`src/rtl/branch_predictor_bht.sv`:
```
// Direct-mapped branch history table with tagged targets and activity statistics.
// Lookup is combinational (0 cycles); training from EX lands at the next rising edge.
// No backpressure: one resolved branch accepted per cycle, lookups never stall.

package bpredictor_pkg;
  localparam int INST_MEMORY_ADDRESS_WIDTH = 8;

  // Gray-like 2-bit counter: bit 1 clear means "predict taken".
  typedef enum logic [1:0] {
    ST  = 2'b00,
    WT  = 2'b01,
    WNT = 2'b11,
    SNT = 2'b10
  } bpredictor_state_t;
endpackage

module branch_predictor_bht #(
  parameter int ADDR_WIDTH  = bpredictor_pkg::INST_MEMORY_ADDRESS_WIDTH,
  parameter int INDEX_WIDTH = 4,
  parameter int TAG_WIDTH   = ADDR_WIDTH - INDEX_WIDTH - 2,
  parameter int STAT_WIDTH  = 16
) (
  input  logic                  clk,
  input  logic                  rst_n,
  input  logic [ADDR_WIDTH-1:0] if_pc,
  output logic                  pred_hit,
  output logic                  pred_taken,
  output logic [ADDR_WIDTH-1:0] pred_target,
  input  logic                  ex_valid,
  input  logic [ADDR_WIDTH-1:0] ex_pc,
  input  logic                  ex_taken,
  input  logic [ADDR_WIDTH-1:0] ex_target,
  input  logic                  ex_pred_taken,
  input  logic [ADDR_WIDTH-1:0] ex_pred_target,
  output logic                  ex_mispredict,
  output logic [STAT_WIDTH-1:0] stat_branches,
  output logic [STAT_WIDTH-1:0] stat_mispredicts
);
  import bpredictor_pkg::*;

  localparam int ENTRIES = 1 << INDEX_WIDTH;

  logic              r_valid  [ENTRIES];
  logic [TAG_WIDTH-1:0]  r_tag    [ENTRIES];
  bpredictor_state_t r_state  [ENTRIES];
  logic [ADDR_WIDTH-1:0] r_target [ENTRIES];
  logic [STAT_WIDTH-1:0] r_stat_branches;
  logic [STAT_WIDTH-1:0] r_stat_mispredicts;

  logic [INDEX_WIDTH-1:0] w_if_idx;
  logic [TAG_WIDTH-1:0]   w_if_tag;
  logic                   w_if_hit;
  logic [INDEX_WIDTH-1:0] w_ex_idx;
  logic [TAG_WIDTH-1:0]   w_ex_tag;
  logic                   w_ex_hit;
  bpredictor_state_t      w_ex_state;
  bpredictor_state_t      w_next_state;

  assign w_if_idx = if_pc[INDEX_WIDTH+1:2];
  assign w_if_tag = if_pc[ADDR_WIDTH-1:INDEX_WIDTH+2];
  assign w_ex_idx = ex_pc[INDEX_WIDTH+1:2];
  assign w_ex_tag = ex_pc[ADDR_WIDTH-1:INDEX_WIDTH+2];

  // Fetch-side lookup reads the registered table directly, so a same-cycle update is not bypassed.
  assign w_if_hit    = r_valid[w_if_idx] && (r_tag[w_if_idx] == w_if_tag);
  assign pred_hit    = w_if_hit;
  assign pred_taken  = w_if_hit && !r_state[w_if_idx][1];
  assign pred_target = w_if_hit ? r_target[w_if_idx] : '0;

  assign w_ex_hit   = r_valid[w_ex_idx] && (r_tag[w_ex_idx] == w_ex_tag);
  assign w_ex_state = r_state[w_ex_idx];

  // A not-taken prediction carries no meaningful target, so the target only matters when taken.
  assign ex_mispredict = ex_valid &&
                         ((ex_taken != ex_pred_taken) ||
                          (ex_taken && (ex_target != ex_pred_target)));

  assign stat_branches    = r_stat_branches;
  assign stat_mispredicts = r_stat_mispredicts;

  // Saturating step of the direction counter toward the resolved outcome.
  always_comb begin
    w_next_state = w_ex_state;
    if (ex_taken) begin
      case (w_ex_state)
        SNT:     w_next_state = WNT;
        WNT:     w_next_state = WT;
        default: w_next_state = ST;
      endcase
    end else begin
      case (w_ex_state)
        ST:      w_next_state = WT;
        WT:      w_next_state = WNT;
        default: w_next_state = SNT;
      endcase
    end
  end

  // Table training: hits step the counter, taken misses allocate over whatever aliased there.
  always_ff @(posedge clk or negedge rst_n) begin
    if (!rst_n) begin
      for (int i = 0; i < ENTRIES; i++) begin
        r_valid[i]  <= 1'b0;
        r_tag[i]    <= '0;
        r_state[i]  <= WNT;
        r_target[i] <= '0;
      end
    end else if (ex_valid) begin
      if (w_ex_hit) begin
        r_state[w_ex_idx] <= w_next_state;
        if (ex_taken) begin
          r_target[w_ex_idx] <= ex_target;
        end
      end else if (ex_taken) begin
        r_valid[w_ex_idx]  <= 1'b1;
        r_tag[w_ex_idx]    <= w_ex_tag;
        r_state[w_ex_idx]  <= WT;
        r_target[w_ex_idx] <= ex_target;
      end
    end
  end

  // Activity counters hold at all-ones rather than wrapping.
  always_ff @(posedge clk or negedge rst_n) begin
    if (!rst_n) begin
      r_stat_branches    <= '0;
      r_stat_mispredicts <= '0;
    end else if (ex_valid) begin
      if (r_stat_branches != '1) begin
        r_stat_branches <= r_stat_branches + STAT_WIDTH'(1);
      end
      if (ex_mispredict && (r_stat_mispredicts != '1)) begin
        r_stat_mispredicts <= r_stat_mispredicts + STAT_WIDTH'(1);
      end
    end
  end

endmodule

```
`config.mk`:
```
export PLATFORM = sky130hd
export DESIGN_NAME = branch_predictor_bht
export DESIGN_NICKNAME = d
export VERILOG_FILES = /design/src/rtl/branch_predictor_bht.sv
export SDC_FILE = /design/constraint.sdc
export NUM_CORES = 1
export LEC_CHECK = 0
export ABC_AREA = 0
export CORE_ASPECT_RATIO = 0.75
export CORE_MARGIN = 1.5
export CORE_UTILIZATION = 60
export DETAILED_ROUTE_END_ITERATION = 12
export PLACE_DENSITY_LB_ADDON = 0.05
export SKIP_LAST_GASP = 1
export SLEW_MARGIN = 0
export SYNTH_ARGS = -nofsm -noshare
export SYNTH_HDL_FRONTEND = slang
export SYNTH_SLANG_ARGS = --single-unit
export TNS_END_PERCENT = 30
```
`constraint.sdc`:
```
create_clock -name clk -period 14.7 [get_ports clk]
set_input_delay 4.41 -clock clk [delete_from_list [all_inputs] [get_ports clk]]
set_output_delay 4.41 -clock clk [all_outputs]
set_load 0.05 [all_outputs]
```
==> results of run 1 <==
-- report_power, final --
| part | total (mW) | internal, mW | switching (mW) | leakage (nW) |
|---|---|---|---|---|
| Sequential | 0.882 | 0.793 | 0.0884 | 2.97 |
| Clock | 0.613 | 0.361 | 0.252 | 0.399 |
| Combinational | 0.445 | 0.222 | 0.223 | 2.33 |
-- worst max-delay path: cells and delay by family --
kind                   cells  cell delay, ns
XOR/XNOR                   1            0.16
buffers and inverters      2            1.58
multiplexers               2            1.11
AND/OR/NAND/NOR            2            0.96
-- sequential cells by signal (all words and copies together), names as in the netlist --
| signal | cells |
|---|---|
| r_state | 32 |
| r_valid | 16 |
| r_tag | 32 |
| stat_branches | 16 |
| stat_mispredicts | 16 |
| r_target | 128 |
-- through the flow --
| step | hold WS [ns] | util | instance area [sq um] |
|---|---|---|---|
| finish | 0.492 | 0.705 | 13700 |
| global route | 0.513 | 0.705 | 13700 |
| CTS | 0.496 | 0.705 | 13700 |
| detailed placement | 0.482 | 0.664 | 12900 |
| global placement | 0.470 | 0.664 | 12900 |
| floorplan | 0.446 | - | 11900 |
-- logic make-up after synthesis --
group,after synthesis,share of synthesized area
flops,240,0.508
compound gates,33,0.0190
buf+inv,58,0.0229
xor+xnor,43,0.0323
simple gates,185,0.0788
mux,281,0.337
fa+ha+maj,2,0.00210
-- cell type report --
class	count	area, sq um
Timing Repair Buffer	93	878
Clock buffer	34	729
Sequential cell	240	6050
Fill cell	1278	5710
Tap cell	253	317
Multi-Input combinational cell	544	5610
Inverter	6	22.5
Clock inverter	8	67.6
-- layout by cell type, fill, tap and decap left out, drive strengths merged, types with 6 or more instances in the layout --
cell | netlist | routed
xor2 | 19 | 19
clkbuf | 33 | 34
nand3 | 22 | 22
clkdlybuf4s50 | 0 | 71
a22o | 6 | 6
xnor2 | 24 | 24
mux4 | 80 | 80
nor2b | 12 | 12
nand2b | 23 | 23
buf | 19 | 22
o21ai | 13 | 13
dfrtp | 208 | 208
nand4 | 9 | 9
mux2 | 162 | 162
nor3 | 13 | 13
nand2 | 43 | 43
mux2i | 39 | 39
dfstp | 32 | 32
nor2 | 45 | 45
clkinv | 1 | 7
-- worst min path at each step --
| stage | from | endpoint | cells past startpoint |
|---|---|---|---|
| after global routing | r_valid[7]$_DFFE_PN0P_ | r_valid[7]$_DFFE_PN0P_ | 1 |
| after floorplan | r_valid[1]$_DFFE_PN0P_ | r_valid[1]$_DFFE_PN0P_ | 1 |
| after CTS | r_state[29]$_DFFE_PN1P_ | r_state[29]$_DFFE_PN1P_ | 2 |
| after global placement | r_state[29]$_DFFE_PN1P_ | r_state[29]$_DFFE_PN1P_ | 2 |
| final | r_state[29]$_DFFE_PN1P_ | r_state[29]$_DFFE_PN1P_ | 2 |
| after detailed placement | r_valid[9]$_DFFE_PN0P_ | r_valid[9]$_DFFE_PN0P_ | 1 |
-- routing by layer --
layer / routed length, um / global-route usage / vias to the layer above
met5: 44 / 0.0160 / -
li1: - / - / 3227
met2: 13100 / 0.439 / 245
met3: 1670 / 0.0503 / 43
met4: 542 / 0.0594 / 2
met1: 12300 / 0.406 / 3975
==> results.md, run 1 <==
* Status: complete, no violations
* First-pass GRT wire length at roughly 45000 um
* Post-DRT Antenna Nets at 0
* Routability cong. at 0.857
* Initial antenna violation count at 0
* CP endpoint kind: primary output
* Launch point of the worst path: if_pc[2]
* Mapped Nets at 881
* Routed length per instance at between 20 and 25 um
* Worst Setup EP: pred_target[1]
* Slowest library cell on the worst path: clkdlybuf4s50_1
* Static leakage at roughly 5.7 nW
* VDD IR max at 131 uV
* Crit start category: input port
* Worst Hold Class: flop to flop
* Root buf cell: clkbuf_16
* Inst Count DP at approximately 1100
* Slew Viols, Final at 0
* Pwr Total at between 1.5 and 2 mW
* Slew @ Worst Pin at between 1 and 1.5 ns
* Die Width at between 150 and 200 um
* Count of input and output buffers at 75
* Fin nets at 948
* DRT iter0 DRCs at ~530
* Layout cells sized above 1 at 0.361
* Layout Cells excl Fill at roughly 1200
* Detail Placement HPWL at 18500 um
* Number of global-route vias before repair at approximately 7800
* Clk sink count at 240
* Post-synth top area share at 0.437
* Async set-or-reset flop fraction in the synthesized netlist at 1.00
* Vias/cell at ~6.4
* Worst path cell trace: buf_4 -> mux4_2 -> mux4_2 -> xnor2_1 -> nand3_1 -> nor2b_1 -> clkdlybuf4s50_1
* Pin count of the biggest net entering global routing at roughly 110
* Max-cap violations at 0
* Worst reg2reg endpoint: r_state[11]$_DFFE_PN1P_
* Final hold vios at 0
* Fin crit share at 0.863
* Yosys reg bits at 240
* Hold-fix buffers, CTS at 0
* Fin Clk Skew at around 0.011 ns
* Dominant cell type by area after synthesis: dfrtp_1
* First-pass iteration count of the detailed router at 4
* EDFF count, synth at 0
* Synth top area cells: dfrtp_1, mux4_2, mux2_2, dfstp_2, mux2i_1
* Clock latency reported for the late side of the worst-skew pair at ~0.52 ns
* Worst reg-to-reg setup slack at approximately 12 ns
* Die Span Y at about 130 um
* Cts bufs inserted at 24
* Antenna cell count at 0
* Die ar. at between 20000 and 25000 sq um
* Remaining DRCs at 0
* Synth cell count leaders: dfrtp_1, mux2_2, mux4_2
* Slew headroom at 0.179
* Final worst setup slack at a little over 2 ns
* DP Worst Slack at about 2 ns
* Number of cells upsized or downsized after cts at 0
* Launching point of the worst reg2reg path: r_state[9]$_DFFE_PN1P_
* Clk slew on worst S/H paths at about 0.060 ns
* Area Growth Syn to Fin at 14.8%
* Sequential share of the synthesized area at 0.508
* # rows at between 40 and 50
* Largest stage delay, worst path at between 0.8 and 0.9 ns
* Routed WL at approximately 28000 um
* Ys Warns at 0
* H-tree depth at 1
* Minimum clock period at 12.68 ns
* Synthesized area per cell at 14.1 sq um
* Post-Synthesis Cells at 842
* Starting Density at 0.615
* Post-Syn Area at around 12000 sq um
* Most numerous cell in the Yosys netlist: dfrtp_1
* Io pins at 80
* Fmax achieved at a little under 0.08 GHz
* Max Root-Sink Buffers at 3
* Top_reg_cell synth: dfrtp_1
* Via Count at about 7500
* TritonCTS clock tree: done
* Pwr Density at around 140 nW/um^2
* WP data arrival at ~8.3 ns
* Core ar. at 19400 sq um
* GRT overflow at 0
* Final TNS setup at 0 ns
* Post-CTS Setup Bufs at 0
* GRT Total Usage at 0.277
* Most frequent CP cell: mux4_2
* Crit path max fanout at between 40 and 50
* Netlist cell types at 48
* R2R cell count at 5
* RSZ-0062 raised after global routing: no
* Crit path kind: input port to primary output
* # setup viols final at 0
* Worst endpoint required time at around 10 ns
No activity file was read; power rests on OpenSTA's default activity.
==> inputs of run 2 (changes only) <==
Settings changed: RECOVER_POWER from default to 100.
==> run 2 against run 1 <==
  * The flow now finishes with violations (max-capacitance violations, max-slew violations)
  * Critical endpoint unchanged
  * Largest cell class unchanged
  * Sequential share of layout area rose by 0.38 points
  * Worst hold slack barely moved
  * Die area did not move
  * Clock power hardly changed
  * Fmax decreased by 5.7%
  * Critical path type unchanged
==> results.md, run 2 (synthesized netlist as in run 1, its figures left out) <==
* Detail Placement HPWL at 18500 um (unchanged)
* Fin Clk Skew at 0.0100 ns (-0.000482 ns)
* Fmax achieved at 0.0744 GHz (-5.7%)
* Number of cells upsized or downsized after cts at 0 (unchanged)
* Routability cong. at 0.857 (unchanged)
* Number of global-route vias before repair at 7832 (unchanged)
* DRT iter0 DRCs at 519 (-2.8%)
* Clock latency reported for the late side of the worst-skew pair at 0.52 ns (about the same)
* Storage cell area at 6050 sq um (unchanged)
* Biggest regs: r_target (128), r_state (32), r_tag (32)
* Die Span Y at 125 um (unchanged)
* Crit path kind: input port to primary output
* TritonCTS clock tree: done
* First-pass GRT wire length at 44500 um (unchanged)
* First-pass iteration count of the detailed router at 5 (+1)
* Slew @ Worst Pin at 5.66 ns (+4.46 ns)
* Pwr Total at 1.93 mW (-0.59%)
* Minimum clock period at 13.44 ns (+0.762 ns)
* Most common cell after layout, fill and taps aside: dfrtp_1
* Static leakage at 5.72 nW (+0.30%)
* Antenna cell count at 0 (unchanged)
* Hold-fix buffers, CTS at 0 (unchanged)
* Max FFs per register at 128 (unchanged)
* Fin nets at 948 (unchanged)
* Worst Hold Class: flop to flop
* Post-DRT Antenna Nets at 0 (unchanged)
* Core ar. at 19400 sq um (unchanged)
* # setup viols final at 0 (unchanged)
* GRT overflow at 0 (unchanged)
* Routed WL at 27700 um (+0.20%)
* Die ar. at 20700 sq um (unchanged)
* Cts bufs inserted at 24 (unchanged)
* Post-layout util at 0.699 (-0.00607)
* H-tree depth at 1 (unchanged)
* # fillers at 1306 (+2.2%)
* Routed length per instance at 23.5 um (+0.20%)
* Pwr Density at 142 nW/um^2 (+0.27%)
* Max-cap violations at 4 (+4)
* CP endpoint kind: primary output
* Crit start category: input port
* Vias/cell at 6.34 (-0.24%)
* WP data arrival at 9.03 ns (+0.76 ns)
* Io pins at 80 (unchanged)
* Violated checks: max-capacitance violations, max-slew violations
* Worst endpoint required time at 10.29 ns (about the same)
* Slew headroom at -2.77 (-2.95)
* Remaining DRCs at 0 (unchanged)
* Count of input and output buffers at 75 (unchanged)
* Fin crit share at 0.914 (+0.0518)
* Via Count at 7474 (-0.24%)
* Initial antenna violation count at 0 (unchanged)
* Reg with most FFs: r_target
* Crit path max fanout at 48 (unchanged)
* Clk slew on worst S/H paths at 0.06 ns (about the same)
* Final hold vios at 0 (unchanged)
* Final TNS setup at 0 ns (unchanged)
* Multi-input logic area at 5560 sq um (-0.85%)
* RSZ-0062 raised after global routing: no
* GRT Total Usage at 0.277 (unchanged)
* Area Growth Syn to Fin at 13.8%
* Commonest non-fill, non-tap cells in the layout: dfrtp_1, mux2_2, mux4_2
* Slew Viols, Final at 294 (+294)
* Pin count of the biggest net entering global routing at 107 (unchanged)
* Root buf cell: clkbuf_16
* Die Width at 166 um (unchanged)
* Status: complete, but fails checks
* Clk sink count at 240 (unchanged)
* Post-CTS Setup Bufs at 0 (unchanged)
* Layout cells sized above 1 at 0.328 (-0.0335)
* Starting Density at 0.615 (unchanged)
* VDD IR max at 124 uV (-4.7%)
* Max Root-Sink Buffers at 3 (unchanged)
* # rows at 44 (unchanged)
## run 2: changes by cell type in the layout (fill, tap and decap cells not counted), moves of 5 or more
cell	delta
buf_4	-16
clkbuf_1	+16
dlygate4sd3_1	+45
nand2_1	+8
clkdlybuf4s50_1	-45
nand2_2	-8
nor3_1	+5
nor3_2	-5
## run 2: metal layers
metal / track usage / wire length (um) / vias to the layer above / part of all wire
li1: - / - / 3240 / -
met1: 0.406 / 12300 / 3930 / 0.45
met3: 0.0503 / 1680 / 50 / 0.061
met5: 0.0160 / 44 / - / 0.0016
met2: 0.439 / 13100 / 252 / 0.47
met4: 0.0594 / 566 / 2 / 0.020
## run 2: worst paths after layout
check	from	end	slack (ns)	depth (start not counted)
hold / removal	r_state[29]$_DFFE_PN1P_	r_state[29]$_DFFE_PN1P_	0.49	2
hold reg to reg	r_state[29]$_DFFE_PN1P_	r_state[29]$_DFFE_PN1P_	0.49	2
max in group asynchronous	rst_n	r_target[121]$_DFFE_PN0P_	3.21	2
min in group asynchronous	rst_n	stat_branches[7]$_DFFE_PN0P_	5.97	1
setup reg to reg	r_tag[5]$_DFFE_PN0P_	r_tag[24]$_DFFE_PN0P_	11.13	8
setup / recovery	if_pc[2]	pred_target[1]	1.26	7
## run 2: area by class of cell
type                       instances  area share
tap                              253      0.0234
inverter                           6     0.00166
clock buffer                      34      0.0538
multi-input combinational        544       0.410
timing repair buffer              93      0.0597
clock inverter                     8     0.00499
sequential                       240       0.446
## run 2: through the flow
| step | cell area, sq um | std cells | setup slack (ns) | hold slack, ns |
|---|---|---|---|---|
| 2_1_floorplan | 11900 | 842 | 3.34 | 0.446 |
| 3_3_place_gp | 12900 | 1136 | 1.99 | 0.470 |
| 3_5_place_dp | 12900 | 1136 | 2.00 | 0.482 |
| 4_1_cts | 13700 | 1178 | 1.96 | 0.496 |
| 5_1_grt | 13500 | 1178 | 0.938 | 0.513 |
| 6_report | 13500 | 1178 | 1.26 | 0.492 |
## run 2: critical path, cell delays in order
cell and delay (ns):
clkbuf_2 1.38, mux4_2 0.67, mux4_2 0.50, xnor2_1 0.16, nand3_1 0.52, nor2b_1 0.42
dlygate4sd3_1 0.92
## run 2: where the power goes
part	internal (mW)	switching, mW
registers	0.793	0.0878
clock network	0.361	0.251
logic	0.213	0.221
